File: config.mk
export PLATFORM = sky130hd
export DESIGN_NAME = decode_queue
export DESIGN_NICKNAME = d
export VERILOG_FILES = /design/src/rtl/decode_queue.sv
export SDC_FILE = /design/constraint.sdc
export NUM_CORES = 1
export LEC_CHECK = 0
export CAP_MARGIN = 20
export CORE_MARGIN = 5
export CORE_UTILIZATION = 50
export CTS_CLUSTER_SIZE = 28
export DETAILED_ROUTE_END_ITERATION = 6
export PLACE_DENSITY = 0.82
export SYNTH_ARGS = -nofsm -noshare
export SYNTH_HDL_FRONTEND = slang
export SYNTH_SLANG_ARGS = --single-unit
File: constraint.sdc
create_clock -name clk -period 10.3 [get_ports clk]
set_clock_uncertainty 0.2 [all_clocks]
set_input_delay 3.09 -clock clk [delete_from_list [all_inputs] [get_ports clk]]
set_output_delay 3.09 -clock clk [all_outputs]
set_load 0.1 [all_outputs]
File: src/rtl/decode_queue.sv
// Registered instruction decoder with load-use bubble insertion and a decoded-entry FIFO ahead of execute.
// Optional feature macro: DECODE_ILLEGAL_TRAP_EN (adds illegal / illegal_seen, locks intake after an illegal op).
module decode_queue #(
   parameter int FIFO_DEPTH = 4,
   parameter int CTRL_W     = 16,
   parameter int PC_W       = 32
) (
   input  logic                          clk,
   input  logic                          rst,
   input  logic                          in_valid,
   output logic                          in_ready,
   input  logic [31:0]                   in_instr,
   input  logic [PC_W-1:0]               in_pc,
   input  logic                          flush,
   output logic                          out_valid,
   input  logic                          out_ready,
   output logic [CTRL_W-1:0]             out_ctrl,
   output logic [31:0]                   out_instr,
   output logic [PC_W-1:0]               out_pc,
   output logic                          out_bubble,
   output logic [$clog2(FIFO_DEPTH):0]   count
`ifdef DECODE_ILLEGAL_TRAP_EN
   ,
   output logic                          illegal,
   output logic                          illegal_seen
`endif
);

   localparam int PTR_W = $clog2(FIFO_DEPTH);
   localparam logic [PTR_W:0] FULL_CNT = (PTR_W+1)'(FIFO_DEPTH);

   // Handshakes: a transfer happens on a rising edge where valid && ready; valid never waits on ready,
   // and in_ready may depend on in_valid (hazard detection looks at the presented instruction).

   logic [15:0]       r_ctrl_mem  [FIFO_DEPTH];
   logic [31:0]       r_instr_mem [FIFO_DEPTH];
   logic [PC_W-1:0]   r_pc_mem    [FIFO_DEPTH];
   logic              r_bub_mem   [FIFO_DEPTH];
   logic [PTR_W-1:0]  r_wr_ptr;
   logic [PTR_W-1:0]  r_rd_ptr;
   logic [PTR_W:0]    r_count;
   logic              r_trk_valid;
   logic [4:0]        r_trk_rd;

   logic [6:0]        w_opcode;
   logic [2:0]        w_f3;
   logic              w_b30;
   logic [4:0]        w_rd;
   logic [4:0]        w_rs1;
   logic [4:0]        w_rs2;
   logic [15:0]       w_code;
   logic              w_use_rs1;
   logic              w_use_rs2;
   logic              w_is_load;
   logic              w_full;
   logic              w_empty;
   logic              w_hazard;
   logic              w_lock;
   logic              w_push_real;
   logic              w_push_bub;
   logic              w_push;
   logic              w_pop;
   logic [15:0]       w_wr_code;
   logic [31:0]       w_wr_instr;

   assign w_opcode = in_instr[6:0];
   assign w_f3     = in_instr[14:12];
   assign w_b30    = in_instr[30];
   assign w_rd     = in_instr[11:7];
   assign w_rs1    = in_instr[19:15];
   assign w_rs2    = in_instr[24:20];

   // Anything undecodable yields 0080 and reads no registers.
   always_comb begin
      w_code    = 16'h0080;
      w_use_rs1 = 1'b0;
      w_use_rs2 = 1'b0;
      w_is_load = 1'b0;
      case (w_opcode)
         7'h33: begin
            w_use_rs1 = 1'b1;
            w_use_rs2 = 1'b1;
            case (w_f3)
               3'd0:    w_code = w_b30 ? 16'h1601 : 16'h1001;
               3'd1:    w_code = 16'h1081;
               3'd2:    w_code = 16'h1101;
               3'd3:    w_code = 16'h1181;
               3'd4:    w_code = 16'h1201;
               3'd5:    w_code = w_b30 ? 16'h1681 : 16'h1281;
               3'd6:    w_code = 16'h1301;
               default: w_code = 16'h1381;
            endcase
         end
         7'h13: begin
            w_use_rs1 = 1'b1;
            case (w_f3)
               3'd0:    w_code = 16'h1041;
               3'd1:    w_code = 16'h10C1;
               3'd2:    w_code = 16'h1141;
               3'd3:    w_code = 16'h11C1;
               3'd4:    w_code = 16'h1241;
               3'd5:    w_code = w_b30 ? 16'h16C1 : 16'h12C1;
               3'd6:    w_code = 16'h1341;
               default: w_code = 16'h13C1;
            endcase
         end
         7'h03: begin
            if (w_f3 == 3'd0 || w_f3 == 3'd1 || w_f3 == 3'd2) begin
               w_code    = 16'h0041;
               w_use_rs1 = 1'b1;
               w_is_load = 1'b1;
            end else if (w_f3 == 3'd4 || w_f3 == 3'd5) begin
               w_code    = 16'h0051;
               w_use_rs1 = 1'b1;
               w_is_load = 1'b1;
            end
         end
         7'h23: begin
            if (w_f3 == 3'd0 || w_f3 == 3'd1 || w_f3 == 3'd2) begin
               w_code    = 16'h0842;
               w_use_rs1 = 1'b1;
               w_use_rs2 = 1'b1;
            end
         end
         7'h63: begin
            case (w_f3)
               3'd0:    w_code = 16'h0064;
               3'd1:    w_code = 16'h4064;
               3'd4:    w_code = 16'h8064;
               3'd5:    w_code = 16'hC064;
               3'd6:    w_code = 16'h0074;
               3'd7:    w_code = 16'h4074;
               default: w_code = 16'h0080;
            endcase
            w_use_rs1 = (w_f3 != 3'd2) && (w_f3 != 3'd3);
            w_use_rs2 = (w_f3 != 3'd2) && (w_f3 != 3'd3);
         end
         7'h17: w_code = 16'h1067;
         7'h37: w_code = 16'h17E7;
         7'h6F: w_code = 16'h2069;
         7'h67: begin
            if (w_f3 == 3'd0) begin
               w_code    = 16'h2041;
               w_use_rs1 = 1'b1;
            end
         end
         default: w_code = 16'h0080;
      endcase
   end

`ifdef DECODE_ILLEGAL_TRAP_EN
   logic r_ill_mem [FIFO_DEPTH];
   logic r_lock;
   logic r_ill_seen;
   logic w_illegal;

   assign w_illegal = (w_code == 16'h0080);
   assign w_lock    = r_lock;
`else
   assign w_lock    = 1'b0;
`endif

   assign w_full   = (r_count == FULL_CNT);
   assign w_empty  = (r_count == '0);
   assign w_hazard = in_valid && r_trk_valid &&
                     ((w_use_rs1 && (w_rs1 == r_trk_rd)) || (w_use_rs2 && (w_rs2 == r_trk_rd)));

   assign in_ready    = !w_full && !w_hazard && !flush && !w_lock;
   assign w_push_real = in_valid && in_ready;
   // A hazard with room left inserts a bubble; the stalled instruction enters next cycle.
   assign w_push_bub  = w_hazard && !w_full && !flush && !w_lock;
   assign w_push      = w_push_real || w_push_bub;
   assign w_pop       = !w_empty && out_ready;

   assign w_wr_code   = w_push_bub ? 16'h0080 : w_code;
   assign w_wr_instr  = w_push_bub ? 32'h0000_0013 : in_instr;

   always_ff @(posedge clk) begin
      if (w_push) begin
         r_ctrl_mem[r_wr_ptr]  <= w_wr_code;
         r_instr_mem[r_wr_ptr] <= w_wr_instr;
         r_pc_mem[r_wr_ptr]    <= in_pc;
         r_bub_mem[r_wr_ptr]   <= w_push_bub;
`ifdef DECODE_ILLEGAL_TRAP_EN
         r_ill_mem[r_wr_ptr]   <= w_push_real && w_illegal;
`endif
      end
   end

   always_ff @(posedge clk) begin
      if (rst) begin
         r_wr_ptr    <= '0;
         r_rd_ptr    <= '0;
         r_count     <= '0;
         r_trk_valid <= 1'b0;
         r_trk_rd    <= '0;
      end else if (flush) begin
         r_wr_ptr    <= '0;
         r_rd_ptr    <= '0;
         r_count     <= '0;
         r_trk_valid <= 1'b0;
         r_trk_rd    <= '0;
      end else begin
         if (w_push) r_wr_ptr <= r_wr_ptr + PTR_W'(1);
         if (w_pop)  r_rd_ptr <= r_rd_ptr + PTR_W'(1);
         case ({w_push, w_pop})
            2'b10:   r_count <= r_count + (PTR_W+1)'(1);
            2'b01:   r_count <= r_count - (PTR_W+1)'(1);
            default: r_count <= r_count;
         endcase
         if (w_push_real) begin
            r_trk_valid <= w_is_load && (w_rd != 5'd0);
            r_trk_rd    <= w_rd;
         end else if (w_push_bub) begin
            r_trk_valid <= 1'b0;
         end
      end
   end

`ifdef DECODE_ILLEGAL_TRAP_EN
   // The lock is released by flush; the sticky flag only by reset.
   always_ff @(posedge clk) begin
      if (rst) begin
         r_lock     <= 1'b0;
         r_ill_seen <= 1'b0;
      end else if (flush) begin
         r_lock     <= 1'b0;
      end else if (w_push_real && w_illegal) begin
         r_lock     <= 1'b1;
         r_ill_seen <= 1'b1;
      end
   end

   assign illegal      = !w_empty && r_ill_mem[r_rd_ptr];
   assign illegal_seen = r_ill_seen;
`endif

   always_comb begin
      out_ctrl   = '0;
      out_instr  = '0;
      out_pc     = '0;
      out_bubble = 1'b0;
      if (!w_empty) begin
         out_ctrl[15:0] = r_ctrl_mem[r_rd_ptr];
         out_instr      = r_instr_mem[r_rd_ptr];
         out_pc         = r_pc_mem[r_rd_ptr];
         out_bubble     = r_bub_mem[r_rd_ptr];
      end
   end

   assign out_valid = !w_empty;
   assign count     = r_count;

endmodule

==> impl_metrics.tcl <==
set metrics [dict create \
    cts_sinks 339 \
    arrival_ns 5.29 \
    core_area_sq_um 27600 \
    path_class "in -> out" \
    route.detailed.drc 0 \
    setup-tns-final_ns 0 \
    nets 972 \
    drv_cap 0 \
    clk_latency_ns 0.51 \
    ctsHoldBuffers 0 \
    setup_violations 0 \
    finalPower_mw 2.96 \
    synth_top_area_cell "edfxtp_1" \
    antenna_cells 0 \
    final_cells 1300 \
    port_buffers 154 \
    cts-root-buf "clkbuf_16" \
    ys_seq_elements 339 \
    antenna_found_initial 0 \
    place_congestion 0.866 \
    startpoint_type "input port" \
    yosys.cell_types.count 55 \
    dp_hpwl_mm 17.5 \
    grt_pass1_wl_mm 44.5 \
    wire_per_inst_microns 22.2 \
    fmax_mhz 117 \
    grt_pass1_vias 7671 \
    avgViaCountPerCell 5.64 \
    place_ws_ns 1.77 \
    layout_common_cells "edfxtp_1, clkdlybuf4s50_1, and2_1, mux4_2, clkbuf_16" \
    async_reset_ff_share_pct 0 \
    reg2reg_depth 10 \
    synth_flop_cell "edfxtp_1" \
    synth_edf_count 324 \
    htree_levels 2 \
    worstMarginPinSlew_ns 1.09 \
    dieArea_sq_um 31200 \
    fill_cells 1998 \
    synth_area_leaders "edfxtp_1, mux4_2, and2_1, dfxtp_1, a21boi_0" \
    min_path_type "reg -> reg" \
    yosysWarnings 0 \
    cp-end-kind "primary output" \
    cp.required_ns 7.01 \
    post_synth_instance_area_sq_um 13900 \
    min_period_ns 8.58 \
    dp.cells 1238 \
    fin_ws_ns 1.72 \
    fin_area_sq_um 16900 \
    ys_seq_area_share_pct 72.3 \
    r2r_slack_ns 6.98 \
    regArea_sq_um 10000 \
    multi_input_area_sq_um 3610 \
    wirelength_mm 28.8 \
    hold_path_depth 2 \
    grt_max_degree 62 \
    drive_gt1_share_pct 17.0 \
    die_h_microns 177 \
    grt-ovfl-total 0 \
    syn_nets 821 \
    slew_headroom_pct 25.7 \
    leakage_nw 5.38 \
    cp_max_fo 17 \
    synthCells 746 \
    vdd_drop_max_v 0.000108 \
    post-route-period-util_pct 83.3 \
    hold_viol 0 \
    die_x_microns 177 \
    placed_cell_area_sq_um 15800 \
    rows 61 \
    cts_tree "built" \
    rsz0062_at_grt "no" \
    whs_ns 0.309 \
    drt_iter0_drc 606 \
    path_cells "clkdlybuf4s50_1 > and3b_1 > nor2_1 > or3_4 > o21ai_4 > a21boi_0 > buf_4" \
    ant_nets 0 \
    io_pins 155 \
    vias 7326 \
    final_common_cell "edfxtp_1" \
    max_stage_delay_ns 0.83 \
    cts.repair.resized 0 \
    track_usage_pct 18.5 \
    synth_top_area_share_pct 70.1 \
    cts_buffers 35 \
    cp_slowest_cell "clkdlybuf4s50_1" \
    cts_buffer_depth 3 \
    start_util_pct 50.2 \
    cts_setup_buffers 0 \
    powerDensity_nw_per_um2 176 \
    status "complete, no violations" \
    area_growth_pct 21.5 \
    avgSynthCellArea_sq_um 18.6 \
    post-route-util_pct 61.0 \
    clk_pin_slew_worst_paths_ns 0.06 \
    dr.pass1.iters 5 \
    maxSlewViolCount 0 \
]
routing by layer:
layer / global-route usage [%] / share of wire [%]
met1: 26.5 / 43
met4: 4.58 / 2.1
met2: 30.0 / 48
met5: 0 / 0
met3: 3.35 / 6.8
cell families after synthesis:
logic type | count (synthesis) | synth area share (%)
xor+xnor | 14 | 0.883
buf+inv | 61 | 1.92
simple gates | 161 | 6.72
mux | 88 | 13.6
flops | 339 | 72.3
compound gates | 77 | 3.98
fa+ha+maj | 6 | 0.595
report_power, final:
group	internal (mW)	leakage, nW	switching [mW]	total (mW)
registers	1.53	3.07	0.00579	1.53
logic	0.0767	1.77	0.160	0.236
clock network	0.696	0.543	0.500	1.20
total	2.30	5.38	0.666	2.96
final timing paths:
path                            start                       end
max                       in_instr[5]                  in_ready
min          r_wr_ptr[1]$_SDFFE_PP0P_  r_wr_ptr[1]$_SDFFE_PP0P_
max reg2reg     count[0]$_SDFFE_PP0P_     count[2]$_SDFFE_PP0P_
min reg2reg  r_wr_ptr[1]$_SDFFE_PP0P_  r_wr_ptr[1]$_SDFFE_PP0P_
synth_stat cells (all sizes together), types with 10 or more instances:
master    n
a21boi   26
a21oi    16
and2     85
and3     10
buf      18
clkbuf   31
dfxtp    15
edfxtp  324
inv      12
mux4     81
nand2    23
nor2     12
critical path, delay by kind of cell:
family | cells | cell delay [ns]
buffers and inverters | 2 | 1.08
and+or+nand+nor | 3 | 0.86
AOI/OAI and AO/OA | 2 | 0.26
sequential cells by signal, summed over array words and instances (netlist names), named ones only:
name         flops
r_instr_mem    128
r_pc_mem       128
r_ctrl_mem      64
r_trk_rd         5
r_bub_mem        4
count            3
r_rd_ptr         2
r_wr_ptr         2
r_trk_valid      1
layout make-up:
| type | instances | area share, % |
|---|---|---|
| sequential | 339 | 59.5 |
| multi-input combinational | 346 | 21.4 |
| timing repair buffer | 163 | 9.52 |
| clock buffer | 45 | 5.77 |
| tap | 378 | 2.80 |
| clock inverter | 17 | 0.742 |
| inverter | 12 | 0.267 |
Note: power is estimated with default switching activity, not from simulation.
